--- src/rtl/bip_cpu_ext_pkg.sv ---
// Shared ISA definitions for the second-generation BIP accumulator CPU:
// field widths, opcodes, FSM state encodings, ALU op codes and the
// opcode classification helpers used by the core's decoder.
package bip_cpu_ext_pkg;

  localparam int NB_DATA            = 16;
  localparam int NB_OPCODE          = 5;
  localparam int NB_OPERAND         = NB_DATA - NB_OPCODE;
  localparam int LOG2_N_INSMEM_ADDR = 11;
  localparam int LOG2_N_DATA_ADDR   = 10;
  localparam int NB_SHAMT           = 4;

  localparam logic [4:0] OP_HLT  = 5'b00000;
  localparam logic [4:0] OP_STO  = 5'b00001;
  localparam logic [4:0] OP_LD   = 5'b00010;
  localparam logic [4:0] OP_LDI  = 5'b00011;
  localparam logic [4:0] OP_ADD  = 5'b00100;
  localparam logic [4:0] OP_ADDI = 5'b00101;
  localparam logic [4:0] OP_SUB  = 5'b00110;
  localparam logic [4:0] OP_SUBI = 5'b00111;
  localparam logic [4:0] OP_AND  = 5'b01000;
  localparam logic [4:0] OP_ANDI = 5'b01001;
  localparam logic [4:0] OP_OR   = 5'b01010;
  localparam logic [4:0] OP_ORI  = 5'b01011;
  localparam logic [4:0] OP_XOR  = 5'b01100;
  localparam logic [4:0] OP_XORI = 5'b01101;
  localparam logic [4:0] OP_SLL  = 5'b01110;
  localparam logic [4:0] OP_SRL  = 5'b01111;
  localparam logic [4:0] OP_SRA  = 5'b10000;
  localparam logic [4:0] OP_BEQ  = 5'b10001;
  localparam logic [4:0] OP_BNE  = 5'b10010;
  localparam logic [4:0] OP_JMP  = 5'b10011;

  typedef enum logic [1:0] {
    ST_RUN  = 2'd0,
    ST_MEM  = 2'd1,
    ST_HALT = 2'd2
  } state_t;

  localparam logic [3:0] ALU_PASS = 4'd0;
  localparam logic [3:0] ALU_ADD  = 4'd1;
  localparam logic [3:0] ALU_SUB  = 4'd2;
  localparam logic [3:0] ALU_AND  = 4'd3;
  localparam logic [3:0] ALU_OR   = 4'd4;
  localparam logic [3:0] ALU_XOR  = 4'd5;
  localparam logic [3:0] ALU_SLL  = 4'd6;
  localparam logic [3:0] ALU_SRL  = 4'd7;
  localparam logic [3:0] ALU_SRA  = 4'd8;

  // Register-form ops that need a data RAM access before completing.
  function automatic logic is_mem_op(input logic [4:0] op);
    case (op)
      OP_STO, OP_LD, OP_ADD, OP_SUB, OP_AND, OP_OR, OP_XOR: is_mem_op = 1'b1;
      default:                                             is_mem_op = 1'b0;
    endcase
  endfunction

  function automatic logic is_branch(input logic [4:0] op);
    case (op)
      OP_BEQ, OP_BNE, OP_JMP: is_branch = 1'b1;
      default:                is_branch = 1'b0;
    endcase
  endfunction

  // Single-cycle ops that write the accumulator from the immediate.
  function automatic logic is_imm_op(input logic [4:0] op);
    case (op)
      OP_LDI, OP_ADDI, OP_SUBI, OP_ANDI, OP_ORI, OP_XORI,
      OP_SLL, OP_SRL, OP_SRA: is_imm_op = 1'b1;
      default:                is_imm_op = 1'b0;
    endcase
  endfunction

  // Both immediate and register forms of an op share one ALU function.
  function automatic logic [3:0] alu_op_of(input logic [4:0] op);
    case (op)
      OP_ADD, OP_ADDI: alu_op_of = ALU_ADD;
      OP_SUB, OP_SUBI: alu_op_of = ALU_SUB;
      OP_AND, OP_ANDI: alu_op_of = ALU_AND;
      OP_OR,  OP_ORI:  alu_op_of = ALU_OR;
      OP_XOR, OP_XORI: alu_op_of = ALU_XOR;
      OP_SLL:          alu_op_of = ALU_SLL;
      OP_SRL:          alu_op_of = ALU_SRL;
      OP_SRA:          alu_op_of = ALU_SRA;
      default:         alu_op_of = ALU_PASS;
    endcase
  endfunction

  function automatic logic [NB_DATA-1:0] sext_imm(input logic [NB_OPERAND-1:0] x);
    sext_imm = {{(NB_DATA-NB_OPERAND){x[NB_OPERAND-1]}}, x};
  endfunction

endpackage

--- src/rtl/bip_alu_ext.sv ---
// Combinational accumulator ALU: result = op(a, b) or a shifted by shamt.
module bip_alu_ext
  import bip_cpu_ext_pkg::*;
(
  input  logic [3:0]          op,
  input  logic [NB_DATA-1:0]  a,
  input  logic [NB_DATA-1:0]  b,
  input  logic [NB_SHAMT-1:0] shamt,
  output logic [NB_DATA-1:0]  result
);

  // Select the arithmetic, logic, pass or shift result.
  always_comb begin
    result = b;
    case (op)
      ALU_ADD:  result = a + b;
      ALU_SUB:  result = a - b;
      ALU_AND:  result = a & b;
      ALU_OR:   result = a | b;
      ALU_XOR:  result = a ^ b;
      ALU_SLL:  result = a << shamt;
      ALU_SRL:  result = a >> shamt;
      ALU_SRA:  result = $unsigned($signed(a) >>> shamt);
      ALU_PASS: result = b;
      default:  result = b;
    endcase
  end

endmodule

--- src/rtl/bip_cpu_ext.sv ---
// BIP accumulator CPU with RUN/MEM/HALT control, ready-stalled data RAM
// accesses and registered memory strobes.
module bip_cpu_ext
  import bip_cpu_ext_pkg::*;
(
  input  logic                          i_clock,
  input  logic                          i_reset,
  input  logic                          i_valid,
  input  logic [NB_DATA-1:0]            i_instruction,
  input  logic [NB_DATA-1:0]            i_data_mem,
  input  logic                          i_mem_ready,
  output logic [LOG2_N_INSMEM_ADDR-1:0] o_addr_instr,
  output logic [LOG2_N_DATA_ADDR-1:0]   o_addr_data,
  output logic [NB_DATA-1:0]            o_data,
  output logic                          o_wr_ram,
  output logic                          o_rd_ram,
  output logic [NB_DATA-1:0]            o_acc,
  output logic                          o_halt
);

  state_t state, state_next;
  logic [LOG2_N_INSMEM_ADDR-1:0] pc, pc_next;
  logic [NB_DATA-1:0]            acc, acc_next;
  // Only the opcode and data address of a memory instruction are kept.
  logic [NB_OPCODE-1:0]          ir_op, ir_op_next;
  logic [LOG2_N_DATA_ADDR-1:0]   ir_addr, ir_addr_next;

  logic [NB_OPCODE-1:0]  run_op;
  logic [NB_OPERAND-1:0] run_operand;
  logic [3:0]            alu_op;
  logic [NB_DATA-1:0]    alu_b, alu_result;
  logic                  rd_next, wr_next, halt_next;
  logic [LOG2_N_DATA_ADDR-1:0] addr_data_next;
  logic [NB_DATA-1:0]    data_next;

  assign run_op      = i_instruction[NB_DATA-1 -: NB_OPCODE];
  assign run_operand = i_instruction[NB_OPERAND-1:0];

  // In MEM the ALU combines ACC with RAM data; in RUN with the immediate.
  assign alu_op = (state == ST_MEM) ? alu_op_of(ir_op) : alu_op_of(run_op);
  assign alu_b  = (state == ST_MEM) ? i_data_mem : sext_imm(run_operand);

  bip_alu_ext u_alu (
    .op     (alu_op),
    .a      (acc),
    .b      (alu_b),
    .shamt  (run_operand[NB_SHAMT-1:0]),
    .result (alu_result)
  );

  // State register; reset wins over the clock enable.
  always_ff @(posedge i_clock) begin
    if (!i_reset) begin
      state <= ST_RUN;
    end else begin
      state <= state_next;
    end
  end

  // Next-state decode; transitions happen only on enabled edges.
  always_comb begin
    state_next = state;
    if (i_valid) begin
      case (state)
        ST_RUN: begin
          if (run_op == OP_HLT) begin
            state_next = ST_HALT;
          end else if (is_mem_op(run_op)) begin
            state_next = ST_MEM;
          end else begin
            state_next = ST_RUN;
          end
        end
        ST_MEM:  state_next = i_mem_ready ? ST_RUN : ST_MEM;
        ST_HALT: state_next = ST_HALT;
        default: state_next = ST_RUN;
      endcase
    end else begin
      state_next = state;
    end
  end

  // PC, ACC and IR update for the current state and instruction.
  always_comb begin
    pc_next      = pc;
    acc_next     = acc;
    ir_op_next   = ir_op;
    ir_addr_next = ir_addr;
    if (i_valid) begin
      case (state)
        ST_RUN: begin
          if (run_op == OP_HLT) begin
            pc_next = pc;
          end else if (is_mem_op(run_op)) begin
            ir_op_next   = run_op;
            ir_addr_next = run_operand[LOG2_N_DATA_ADDR-1:0];
          end else if (is_branch(run_op)) begin
            if ((run_op == OP_JMP) ||
                ((run_op == OP_BEQ) && (acc == {NB_DATA{1'b0}})) ||
                ((run_op == OP_BNE) && (acc != {NB_DATA{1'b0}}))) begin
              pc_next = run_operand[LOG2_N_INSMEM_ADDR-1:0];
            end else begin
              pc_next = pc + 11'd1;
            end
          end else if (is_imm_op(run_op)) begin
            acc_next = alu_result;
            pc_next  = pc + 11'd1;
          end else begin
            pc_next = pc + 11'd1;
          end
        end
        ST_MEM: begin
          if (i_mem_ready) begin
            pc_next = pc + 11'd1;
            if (ir_op != OP_STO) begin
              acc_next = alu_result;
            end else begin
              acc_next = acc;
            end
          end else begin
            pc_next = pc;
          end
        end
        ST_HALT: pc_next = pc;
        default: pc_next = pc;
      endcase
    end else begin
      pc_next = pc;
    end
  end

  // Next registered outputs, decoded from the upcoming state so strobes
  // never follow i_instruction combinationally.
  always_comb begin
    rd_next        = 1'b0;
    wr_next        = 1'b0;
    addr_data_next = {LOG2_N_DATA_ADDR{1'b0}};
    data_next      = {NB_DATA{1'b0}};
    halt_next      = (state_next == ST_HALT);
    if (state_next == ST_MEM) begin
      addr_data_next = ir_addr_next;
      if (ir_op_next == OP_STO) begin
        wr_next   = 1'b1;
        data_next = acc_next;
      end else begin
        rd_next = 1'b1;
      end
    end else begin
      rd_next = 1'b0;
    end
  end

  // Datapath and output registers.
  always_ff @(posedge i_clock) begin
    if (!i_reset) begin
      pc          <= 11'd0;
      acc         <= 16'd0;
      ir_op       <= 5'd0;
      ir_addr     <= 10'd0;
      o_rd_ram    <= 1'b0;
      o_wr_ram    <= 1'b0;
      o_addr_data <= 10'd0;
      o_data      <= 16'd0;
      o_halt      <= 1'b0;
    end else begin
      pc          <= pc_next;
      acc         <= acc_next;
      ir_op       <= ir_op_next;
      ir_addr     <= ir_addr_next;
      o_rd_ram    <= rd_next;
      o_wr_ram    <= wr_next;
      o_addr_data <= addr_data_next;
      o_data      <= data_next;
      o_halt      <= halt_next;
    end
  end

  assign o_addr_instr = pc;
  assign o_acc        = acc;

endmodule

--- config.mk ---
export PLATFORM = sky130hd
export DESIGN_NAME = bip_cpu_ext
export DESIGN_NICKNAME = d
export VERILOG_FILES = /design/src/rtl/bip_cpu_ext_pkg.sv /design/src/rtl/bip_alu_ext.sv /design/src/rtl/bip_cpu_ext.sv
export SDC_FILE = /design/constraint.sdc
export NUM_CORES = 1
export LEC_CHECK = 0
export ABC_AREA = 1
export CORE_MARGIN = 1.5
export CORE_UTILIZATION = 62
export CTS_CLUSTER_SIZE = 40
export DETAILED_ROUTE_END_ITERATION = 10
export GPL_TIMING_DRIVEN = 0
export PLACE_DENSITY = 0.88
export SYNTH_ARGS = -nofsm -noshare
export SYNTH_HDL_FRONTEND = slang
export SYNTH_SLANG_ARGS = --single-unit
--- constraint.sdc ---
create_clock -name i_clock -period 5.25 [get_ports i_clock]
set_input_delay 0.525 -clock i_clock [delete_from_list [all_inputs] [get_ports i_clock]]
set_output_delay 0.525 -clock i_clock [all_outputs]
set_load 0.05 [all_outputs]
Word level (Yosys, flattened, before mapping):

Memory sizes are Yosys's and may differ from the RTL's. A register that Yosys moved wholly into a read port is not among the register bits.
Index checks and enable logic that the tools add are counted.

* register bits after elaboration: 73
* memory bits (read-only): 288
* memories: 3

Memory list
* (no name shown): depth 32, bits a word 4, read ports 1, clocked after Yosys merged registers in 0, wr ports 0, line bip_cpu_ext_pkg.sv:76 `case (op)`
* (no name shown): depth 32, bits a word 4, read ports 1, clocked after Yosys merged registers in 1, wr ports 0, line bip_cpu_ext_pkg.sv:76
* (no name shown): depth 32, bits a word 1, read ports 1, clocked after Yosys merged registers in 0, wr ports 0, line bip_cpu_ext_pkg.sv:67 `case (op)`

* add/sub/neg operators: 3
* equality and inequality tests: 27
* shift-type cells: 3
* mux-type cells: 47
* bitwise gates (word level): 3
* reduce and logical (&&, ||, !) cells: 14

Operators by type and width (count)
* $mux 16: 8
* $pmux 16 s8: 1
* $mux 11: 5
* $mux 10: 4
* $pmux 16 s2: 1
* $mux 5: 5
* $pmux 11 s2: 1
* $mux 1: 18
* $add 16x16->16: 1
* $and 16x16->16: 1
* $eq 4x3->1 const B: 4
* $logic_not 16->1: 1
* $or 16x16->16: 1
* $reduce_bool 16->1: 1
* $shl 16x4->16: 1
* $shr 16x4->16: 1
* $sshr 16x4->16: 1
* $sub 16x16->16: 1
* $xor 16x16->16: 1
* $eq 5x4->1 const B: 3
* $eq 5x5->1 const B: 3
* $add 11x1->11 const B: 1
* $eq 5x1->1 const B: 2
* $eq 5x3->1 const B: 2
* other kinds (21): 29

Longest topological paths before layout:

Gate-level depths: netlist of the first run.

* depth in word-level cells: 21
* depth in mapped cells: 27

By module:

Synthesis of the first run repeated with hierarchy kept, for this count alone.

* cells, all modules: 1342
* area total of the unflattened synthesis: 7747.4 um^2

Modules (own cells, without submodules)
* bip_alu_ext: times used 1, cells an instance 801, area an instance 3960.0 um^2, sequential area each 0.0 um^2
* bip_cpu_ext: times used 1, cells an instance 541, area an instance 3787.4 um^2, sequential area each 1541.5 um^2

Worst setup path before layout of the first run:

Ideal clock, no wire load.

* path type: input-to-reg
* start: input i_instruction[12]
* end: register acc[7] (netlist: o_acc[7])
* setup time: 0.132 ns
* arrival: 3.186 ns
* slack: 1.931 ns
* stages on the path: 23
* path buffers: 1
* path through: inv_2 > ha_1 > or2_2 > nand3_1 > nand2_2 > nor2_1 > nand2_1 > clkbuf_1 > nand2_1 > xor2_1 > ha_1 > a21oi_1 > nand2_1 > nand2_1 > nand2_1 > nand2_1 > nand2_1 > nor2_1 > nor2_1 > a21oi_1 > nand3_1 > nand2_1 > a21oi_1

* cells in the longest elaborated chain, start to end: 12

Ends and longest elaborated chain
* from (decl): line bip_cpu_ext.sv:9 `input logic [NB_DATA-1:0] i_instruction,`
* parallel branches: the longest is 10 deep, another holds $mem_v2 32x4
* $pmux 16 s2 *: line bip_cpu_ext.sv:90 `case (state)`
* $mux 16 *: line bip_cpu_ext.sv:89 `if (i_valid) begin`
* to (signal assigned): line bip_cpu_ext.sv:167 `acc <= acc_next;`
* to (decl): line bip_cpu_ext.sv:23 `logic [NB_DATA-1:0] acc, acc_next;`

Mark *: on every way between the ends. The select of a mux whose other input is x is not followed.
A chain may end at the register's enable or synchronous reset.

Worst setup path in the final report of the first run:

* start: input i_instruction[12]
* end: register acc[9] (netlist: o_acc[9])

Same word-level chain as after synthesis.

==> results.rst, run 1 <==
.. list-table::
   :header-rows: 1

   * - Metric
     - Value
   * - Result of the run
     - finished with violations
   * - Violated checks
     - DRC
   * - Global route total overflow
     - 0
   * - Largest net degree at the start of global routing
     - 14
   * - Count of cells resized by post-cts repair
     - 0
   * - Finished Layout Cells
     - 1486
   * - HPWL after detailed placement
     - 21000 µm
   * - Critical path cell sequence
     - clkdlybuf4s50_1, inv_2, ha_1, nand2_1, o21ai_0, nor2_1, nor2_2, nor2_1, nand2_1, clkbuf_1, nand2_1, xor2_1, ha_1, a21oi_1, o21ai_0, nand3b_1, nand2_1, nand2_1, nor2_1, nor2_1, nand3_1, nand3_1, a21oi_1
   * - Max VDD drop
     - 0.277 mV
   * - Remaining number of nets flagged by the antenna check after routing
     - 0
   * - CP bufs+invs
     - 3
   * - Fin Hold WS
     - 493 ps
   * - Leading cell types in the layout, fill and taps excluded
     - nand2_1 (362), nand3_1 (133), nor2_1 (131), inv_1 (114), clkdlybuf4s50_1 (90)
   * - Count of different cell masters after synthesis
     - 39
   * - Count of vias placed by the detailed router
     - 9204
   * - Number of sinks on the clock net
     - 77
   * - Clock root buffer
     - clkbuf_16
   * - Sequential Area
     - 1540 µm²
   * - Average wire length per cell after detail routing
     - 18.7 µm
   * - Sequential element share of the synthesized area
     - 20.8%
   * - First-pass GRT wire length
     - 43900 µm
   * - Met1 routing resource usage after global routing
     - 53.4%
   * - Slew at the pin with the worst max-slew slack
     - 1200 ps
   * - Total Power Consumption
     - 2.15 mW
   * - Initial core utilization
     - 64.2%
   * - Mapped cell area
     - 7390 µm²
   * - Detailed-route wire length
     - 27800 µm
   * - Final-report max-slew violation count
     - 0
   * - Initial antenna violation count
     - 0
   * - Post-Layout Inst Area
     - 8780 µm²
   * - Req. time, crit path
     - 5540 ps
   * - Number of flip-flops and latches in the synthesized netlist
     - 77
   * - Critical path class
     - input port to flip-flop
   * - Number of instances in the placed design
     - 1471
   * - Filler Cell Count
     - 943
   * - Area of the placeable core
     - 11500 µm²
   * - Router iterations before antenna repair
     - 11
   * - Hold_buf cts
     - 0
   * - Pwr dens
     - 245 nW/µm²
   * - CTS tree
     - done
   * - Data arrival time of the critical path
     - 4910 ps
   * - Number of antenna cells inserted
     - 0
   * - Floorplan die area
     - 12600 µm²
   * - Depth of the CTS H-tree
     - 3
   * - Count of endpoints failing hold in the final timing report
     - 0
   * - Total area of multi-input combinational cells
     - 5110 µm²
   * - Leading cell type in the layout, fill and taps excluded
     - nand2_1
   * - Standby leakage power
     - 4.21 nW
   * - Vias in the first global route
     - 8778
   * - Layout Skew
     - 14.8 ps
   * - Final weighted congestion in routability-driven placement
     - 1.05
   * - Number of top-level design ports
     - 92
   * - Kind of launch point of the worst setup path
     - input port
   * - Area delta synth->final
     - 18.8%
   * - Worst-path cell with the longest stage delay
     - clkdlybuf4s50_1
   * - Type of destination of the critical path
     - flip-flop
   * - Worst hold-check path type
     - flip-flop to flip-flop
   * - Max-slew headroom
     - 19.2%
   * - Avg Synthesized Cell Area
     - 5.97 µm²
   * - # nets final
     - 1432
   * - Post-route clock period utilization
     - 88.1%
   * - Busiest layer in global routing
     - met2
   * - FMAX
     - 0.216 GHz
   * - Routing usage on met2
     - 71.5%
   * - Overall routing resource usage
     - 44.4%
   * - Crit path max fanout
     - 10
   * - TNS Setup
     - 0 ps
   * - Most numerous cell on the critical path
     - nand2_1
   * - Share of final-layout standard cells stronger than drive strength 1
     - 6.33%
   * - Final critical path time including I/O delays and setup
     - 4620 ps
   * - Placed instance area
     - 8470 µm²
   * - Routed vias/inst
     - 6.19
   * - Post-CTS setup buffers
     - 0
   * - Die boundary width
     - 112 µm
   * - Largest stage delay, worst path
     - 680 ps
   * - RSZ-0062 raised after global routing
     - no
   * - Post-synthesis net count
     - 1331
   * - Number of I/O port buffers
     - 90
   * - Gate count after technology mapping
     - 1238
   * - Clk_lat worst skew
     - 360 ps
   * - Final setup vio count
     - 0
   * - Max-cap violations
     - 0
   * - Maximum clock path buffer count
     - 2
   * - Number of CTS-inserted buffers
     - 9
   * - Cell family with most CP delay
     - simple AND/OR/NAND/NOR gates
   * - Drt initial violations
     - 1133
   * - Die Height
     - 112 µm
   * - DRC violation count after routing
     - 4
   * - Clock transition at path regs
     - 70 ps
   * - Count of yosys warnings during synthesis
     - 0
   * - Met3 track utilization from global routing
     - 11.9%
   * - Row count
     - 39
[sequential cells by signal, indices dropped and copies added, names as in the netlist, named ones only]
name / count
o_halt: 1
o_addr_data: 10
o_acc: 16
state: 2
o_data: 16
o_rd_ram: 1
ir_op: 5
ir_addr: 10
o_wr_ram: 1
o_addr_instr: 11
[layer usage]
metal / vias to the layer above / share of wire, %
met4: 0 / 6.5
met5: - / 0
li1: 4244 / -
met3: 151 / 13
met1: 4131 / 37
met2: 678 / 44
[through the flow]
| stage | util, % | worst slack [ps] |
|---|---|---|
| detailed placement | 73.6 | 537 |
| global route | 76.3 | 361 |
| finish | 76.3 | 627 |
| floorplan | - | 1930 |
| CTS | 76.3 | 795 |
| global placement | 73.6 | 586 |
[where the power goes]
group | switching, mW | internal (mW) | leakage [nW]
combinational | 0.555 | 0.264 | 3.43
sequential | 0.0412 | 0.608 | 0.624
clock | 0.271 | 0.414 | 0.152
total | 0.867 | 1.29 | 4.21
[worst reg2reg max path, cell delays in order, from the launching register on]
cell     delay [ps]
dfxtp_1         340
buf_6           150
inv_2            90
nor2_4           80
o21ai_0         940
inv_1           230
ha_1            280
inv_1            70
nor2_1           70
nand4_1         120
nor2_2           60
nand2_1          50
nand2_1          60
xor2_1          160
ha_1            340
nand2_1         120
nor2_1          160
nand4_1         180
nand3_1         190
nand2_1          70
nand2_1          70
nor2_1           50
nor2_1           80
nand3_1          80
nand3_1         150
a21oi_1          90
[cells in the mapped netlist, drive strengths merged]
master / instances / area, µm²
clkbuf: 27 / 101
o31ai: 4 / 40.0
nor4: 2 / 12.5
clkinv: 3 / 11.3
o2bb2ai: 2 / 17.5
o21a: 8 / 60.1
nor2: 142 / 591
or2: 3 / 18.8
buf: 24 / 169
a21oi: 92 / 494
dfxtp: 77 / 1540
xor2: 21 / 184
o211ai: 13 / 97.6
a31oi: 2 / 12.5
ha: 56 / 701
nand3: 136 / 696
xnor2: 3 / 26.3
fa: 1 / 20.0
o21bai: 2 / 15.0
nand4: 18 / 119
nand3b: 9 / 67.6
inv: 123 / 462
o21ai: 88 / 440
nand2: 372 / 1430
mux2i: 4 / 40.0
nor3: 6 / 30.0
[cell families (layout without fill, tap and decap cells)]
group / count (synthesis) / in the layout / share of synthesized area (%)
AND/OR/NAND/NOR: 688 / 688 / 40.0
AO/OA/AOI/OAI: 211 / 211 / 15.9
buffers and inverters: 177 / 282 / 10.1
flip-flops: 77 / 77 / 20.8
adder cells (fa/ha/maj): 57 / 57 / 9.75
XOR/XNOR: 24 / 24 / 2.84
multiplexers: 4 / 4 / 0.542
[worst paths after layout]
check                                       start    endpoint  slack, ps  cells past startpoint
worst max-delay path            i_instruction[12]    o_acc[9]        630                     23
worst max register to register           state[0]   o_acc[11]        830                     25
worst min register to register         ir_addr[7]  ir_addr[7]        490                      2
worst min-delay path                   ir_addr[7]  ir_addr[7]        490                      2
[cell type report]
type,instances,area share (%)
clock buffer,9,2.56
timing repair buffer,90,10.3
sequential,77,17.5
tap,143,2.04
multi-input combinational,984,58.2
inverter,126,5.38
buffer,51,3.08
clock inverter,6,0.983
Power figures use the tool's default switching activity.
==> run 2: changes to the inputs <==
- PLACE_DENSITY: 0.88 -> 0.87
- SYNTH_HIERARCHICAL: default -> 1
==> results.rst, run 2 <==
.. list-table::
   :header-rows: 1

   * - Metric
     - Value
   * - Standby leakage power
     - 4.57 nW (was 4.21 nW)
   * - Reg2reg setup slack
     - 240 ps (was 830 ps)
   * - FF-to-FF End
     - o_acc[14] (was o_acc[11])
   * - Clock transition at path regs
     - 60 ps (was 70 ps)
   * - Number of sinks on the clock net
     - 77 (unchanged)
   * - Reg2Reg Launch Point
     - state[0] (unchanged)
   * - Worst-path cell with the longest stage delay
     - clkdlybuf4s50_1 (unchanged)
   * - Drt initial violations
     - 1390 (was 1133)
   * - Number of antenna cells inserted
     - 0 (unchanged)
   * - Final-report max-slew violation count
     - 0 (unchanged)
   * - Floorplan die area
     - 13200 µm² (was 12600 µm²)
   * - Remaining number of nets flagged by the antenna check after routing
     - 0 (unchanged)
   * - Filler Cell Count
     - 934 (was 943)
   * - Number of stages on the worst hold path
     - 2 (unchanged)
   * - Count of endpoints failing hold in the final timing report
     - 0 (unchanged)
   * - Mapped cell area
     - 7750 µm² (was 7390 µm²)
   * - Area delta synth->final
     - 19.3% (was 18.8%)
   * - Clock root buffer
     - clkbuf_16 (unchanged)
   * - Count of yosys warnings during synthesis
     - 6 (was 0)
   * - Routed vias/inst
     - 6.16 (was 6.19)
   * - Req. time, crit path
     - 5460 ps (was 5540 ps)
   * - Pwr dens
     - 256 nW/µm² (was 245 nW/µm²)
   * - Maximum clock path buffer count
     - 2 (unchanged)
   * - Number of top-level design ports
     - 92 (unchanged)
   * - Largest stage delay, worst path
     - 580 ps (was 680 ps)
   * - Initial core utilization
     - 64.0% (was 64.2%)
   * - Fin Hold WS
     - 570 ps (was 493 ps)
   * - Router iterations before antenna repair
     - 7 (was 11)
   * - Die boundary width
     - 115 µm (was 112 µm)
   * - Average wire length per cell after detail routing
     - 18.5 µm (was 18.7 µm)
   * - Detailed-route wire length
     - 29900 µm (was 27800 µm)
   * - Row count
     - 40 (was 39)
   * - Cell accounting for the most synthesized area
     - nand2_1 (was dfxtp_1)
   * - Final weighted congestion in routability-driven placement
     - 1.03 (was 1.05)
   * - Count of vias placed by the detailed router
     - 9955 (was 9204)
   * - Kind of launch point of the worst setup path
     - input port (unchanged)
   * - Async set-or-reset flop fraction in the synthesized netlist
     - 0% (unchanged)
   * - Hold_buf cts
     - 0 (unchanged)
   * - Post-synthesis net count
     - 1431 (was 1331)
   * - Number of flops mapped to enable cells by yosys
     - 0 (unchanged)
   * - # nets final
     - 1532 (was 1432)
   * - Largest net degree at the start of global routing
     - 15 (was 14)
   * - Leading cell types by count after synthesis
     - nand2_1 (420), inv_1 (166), nand3_1 (162), nor2_1 (162), dfxtp_1 (77) (was nand2_1 (362), nand3_1 (133), nor2_1 (131))
   * - Overall routing resource usage
     - 44.2% (was 44.4%)
   * - Final critical path time including I/O delays and setup
     - 5020 ps (was 4620 ps)
   * - HPWL after detailed placement
     - 21100 µm (was 21000 µm)
   * - Type of destination of the critical path
     - flip-flop (unchanged)
   * - CTS tree
     - done (unchanged)
   * - Max-cap violations
     - 0 (unchanged)
   * - DRC violation count after routing
     - 0 (was 4)
   * - Initial antenna violation count
     - 0 (unchanged)
   * - Critical path class
     - input port to flip-flop (unchanged)
   * - Beginning of the worst hold path
     - o_addr_instr[5] (was ir_addr[7])
   * - Count of different cell masters after synthesis
     - 50 (was 39)
   * - Most area-consuming cells after synthesis
     - nand2_1 (20%), dfxtp_1 (20%), nand3_1 (10%) (was dfxtp_1 (21%), nand2_1 (18%), ha_1 (9.5%))
   * - Leading cell type in the layout, fill and taps excluded
     - nand2_1 (unchanged)
   * - Post-route clock period utilization
     - 95.7% (was 88.1%)
   * - Die Height
     - 115 µm (was 112 µm)
   * - Reg2reg path depth
     - 29 (was 25)
   * - Share of final-layout standard cells stronger than drive strength 1
     - 7.39% (was 6.33%)
   * - Number of flip-flops and latches in the synthesized netlist
     - 77 (unchanged)
   * - Sequential element share of the synthesized area
     - 19.9% (was 20.8%)
   * - Final setup vio count
     - 0 (unchanged)
   * - Number of I/O port buffers
     - 90 (unchanged)
   * - Slew at the pin with the worst max-slew slack
     - 1120 ps (was 1200 ps)
   * - Depth of the CTS H-tree
     - 3 (unchanged)
   * - Gate count after technology mapping
     - 1342 (was 1238)
   * - Number of CTS-inserted buffers
     - 9 (unchanged)
   * - Leading cell types in the layout, fill and taps excluded
     - nand2_1 (420), inv_1 (166), nor2_1 (162), nand3_1 (162), clkdlybuf4s50_1 (88) (was nand2_1 (362), nand3_1 (133), nor2_1 (131), inv_1 (114), clkdlybuf4s50_1 (90))
   * - Sequential Area
     - 1540 µm² (unchanged)
   * - Primary flip-flop cell chosen by synthesis mapping
     - dfxtp_1 (unchanged)
   * - Vias in the first global route
     - 8812 (was 8778)
   * - Most numerous cell on the critical path
     - nor2_1 (was nand2_1)
   * - Area of the placeable core
     - 12100 µm² (was 11500 µm²)
   * - Max VDD drop
     - 0.227 mV (was 0.277 mV)
   * - TNS Setup
     - 0 ps (unchanged)
   * - Worst hold-check path type
     - flip-flop to flip-flop (unchanged)
   * - Clk_lat worst skew
     - 350 ps (was 360 ps)
   * - First-pass GRT wire length
     - 45100 µm (was 43900 µm)
   * - Result of the run
     - complete, no violations (was finished with violations)
   * - End point of the worst hold path
     - o_addr_instr[5] (was ir_addr[7])
   * - Global route total overflow
     - 0 (unchanged)
   * - Data arrival time of the critical path
     - 5230 ps (was 4910 ps)
   * - Avg Synthesized Cell Area
     - 5.77 µm² (was 5.97 µm²)
   * - Layout Skew
     - 6.73 ps (was 14.8 ps)
   * - Most frequent cell after synthesis
     - nand2_1 (unchanged)
   * - Total area of multi-input combinational cells
     - 5320 µm² (was 5110 µm²)
   * - Max-slew headroom
     - 24.8% (was 19.2%)
   * - Crit path max fanout
     - 10 (unchanged)
   * - FMAX
     - 0.199 GHz (was 0.216 GHz)
   * - Area share of the leading cell type in the synthesized netlist
     - 20.3% (was 20.8%)
==> run 2: worst max-delay path, delay by kind of cell <==
family | cells | cell delay, ps
AOI/OAI and AO/OA | 3 | 780
xor gates and xnor gates | 1 | 150
adders and majority gates | 1 | 340
buffers and inverters | 4 | 920
and+or+nand+nor | 16 | 2510
==> run 2: repair_timing <==
item	in CTS	in global routing
setup endpoints to repair	1	10
pin swaps	0	1
resized for setup	1	18
setup buffers	0	0
hold endpoints to repair	0	0
gates cloned	0	0
==> run 2: area by class of cell <==
type	instances	share of cell area [%]
plain buffers	42	2.44
clock buffers	10	2.59
clock inverters	6	1.26
inverters	180	7.34
multi-input cells	1043	57.6
flip-flops and latches	77	16.7
well taps	168	2.27
repair buffers	90	9.80
==> run 2: worst max-delay path by stage <==
| stage | start | to | slack (ps) | cells past startpoint |
|---|---|---|---|---|
| global placement | i_instruction[12] | o_acc[14] | -110 | 29 |
| floorplan | i_instruction[12] | o_acc[14] | 1180 | 28 |
| finish | i_instruction[11] | o_acc[14] | 230 | 25 |
| CTS | state[0] | o_acc[14] | 60 | 28 |
| detailed placement | i_instruction[12] | o_acc[14] | -280 | 29 |
| global route | state[0] | o_acc[14] | -10 | 29 |
==> run 2: routing by layer <==
metal / track usage, % / share of wire [%]
met1: 55.6 / 37
met2: 70.7 / 44
met4: 26.4 / 7.1
met5: 0 / 0
met3: 8.28 / 12
==> run 2: logic make-up (layout without fill, tap and decap cells) <==
group | after synthesis | in the layout | synth area share (%)
XOR/XNOR | 17 | 17 | 1.92
AO/OA/AOI/OAI | 136 | 136 | 9.64
buffers and inverters | 222 | 328 | 11.6
AND/OR/NAND/NOR | 837 | 837 | 48.3
adder cells (fa/ha/maj) | 53 | 53 | 8.66
flip-flops | 77 | 77 | 19.9
==> run 2: power by group <==
| group | total (mW) | internal, mW | leakage [nW] | switching (mW) |
|---|---|---|---|---|
| clock | 0.754 | 0.483 | 0.174 | 0.272 |
| sequential | 0.663 | 0.611 | 0.625 | 0.0524 |
| combinational | 0.946 | 0.296 | 3.77 | 0.650 |
==> run 2: stage by stage <==
stage          area [µm²]  instances  power, mW  setup WS [ps]  util, %
2_1_floorplan        7750       1342       1.29           1180        -
3_3_place_gp         8860       1600       1.54           -110     73.1
3_5_place_dp         8860       1600       1.56           -285     73.1
4_1_cts              9210       1616       2.30           56.1     76.1
5_1_grt              9240       1616       2.45          -12.6     76.3
6_report             9240       1616       2.36            227     76.3
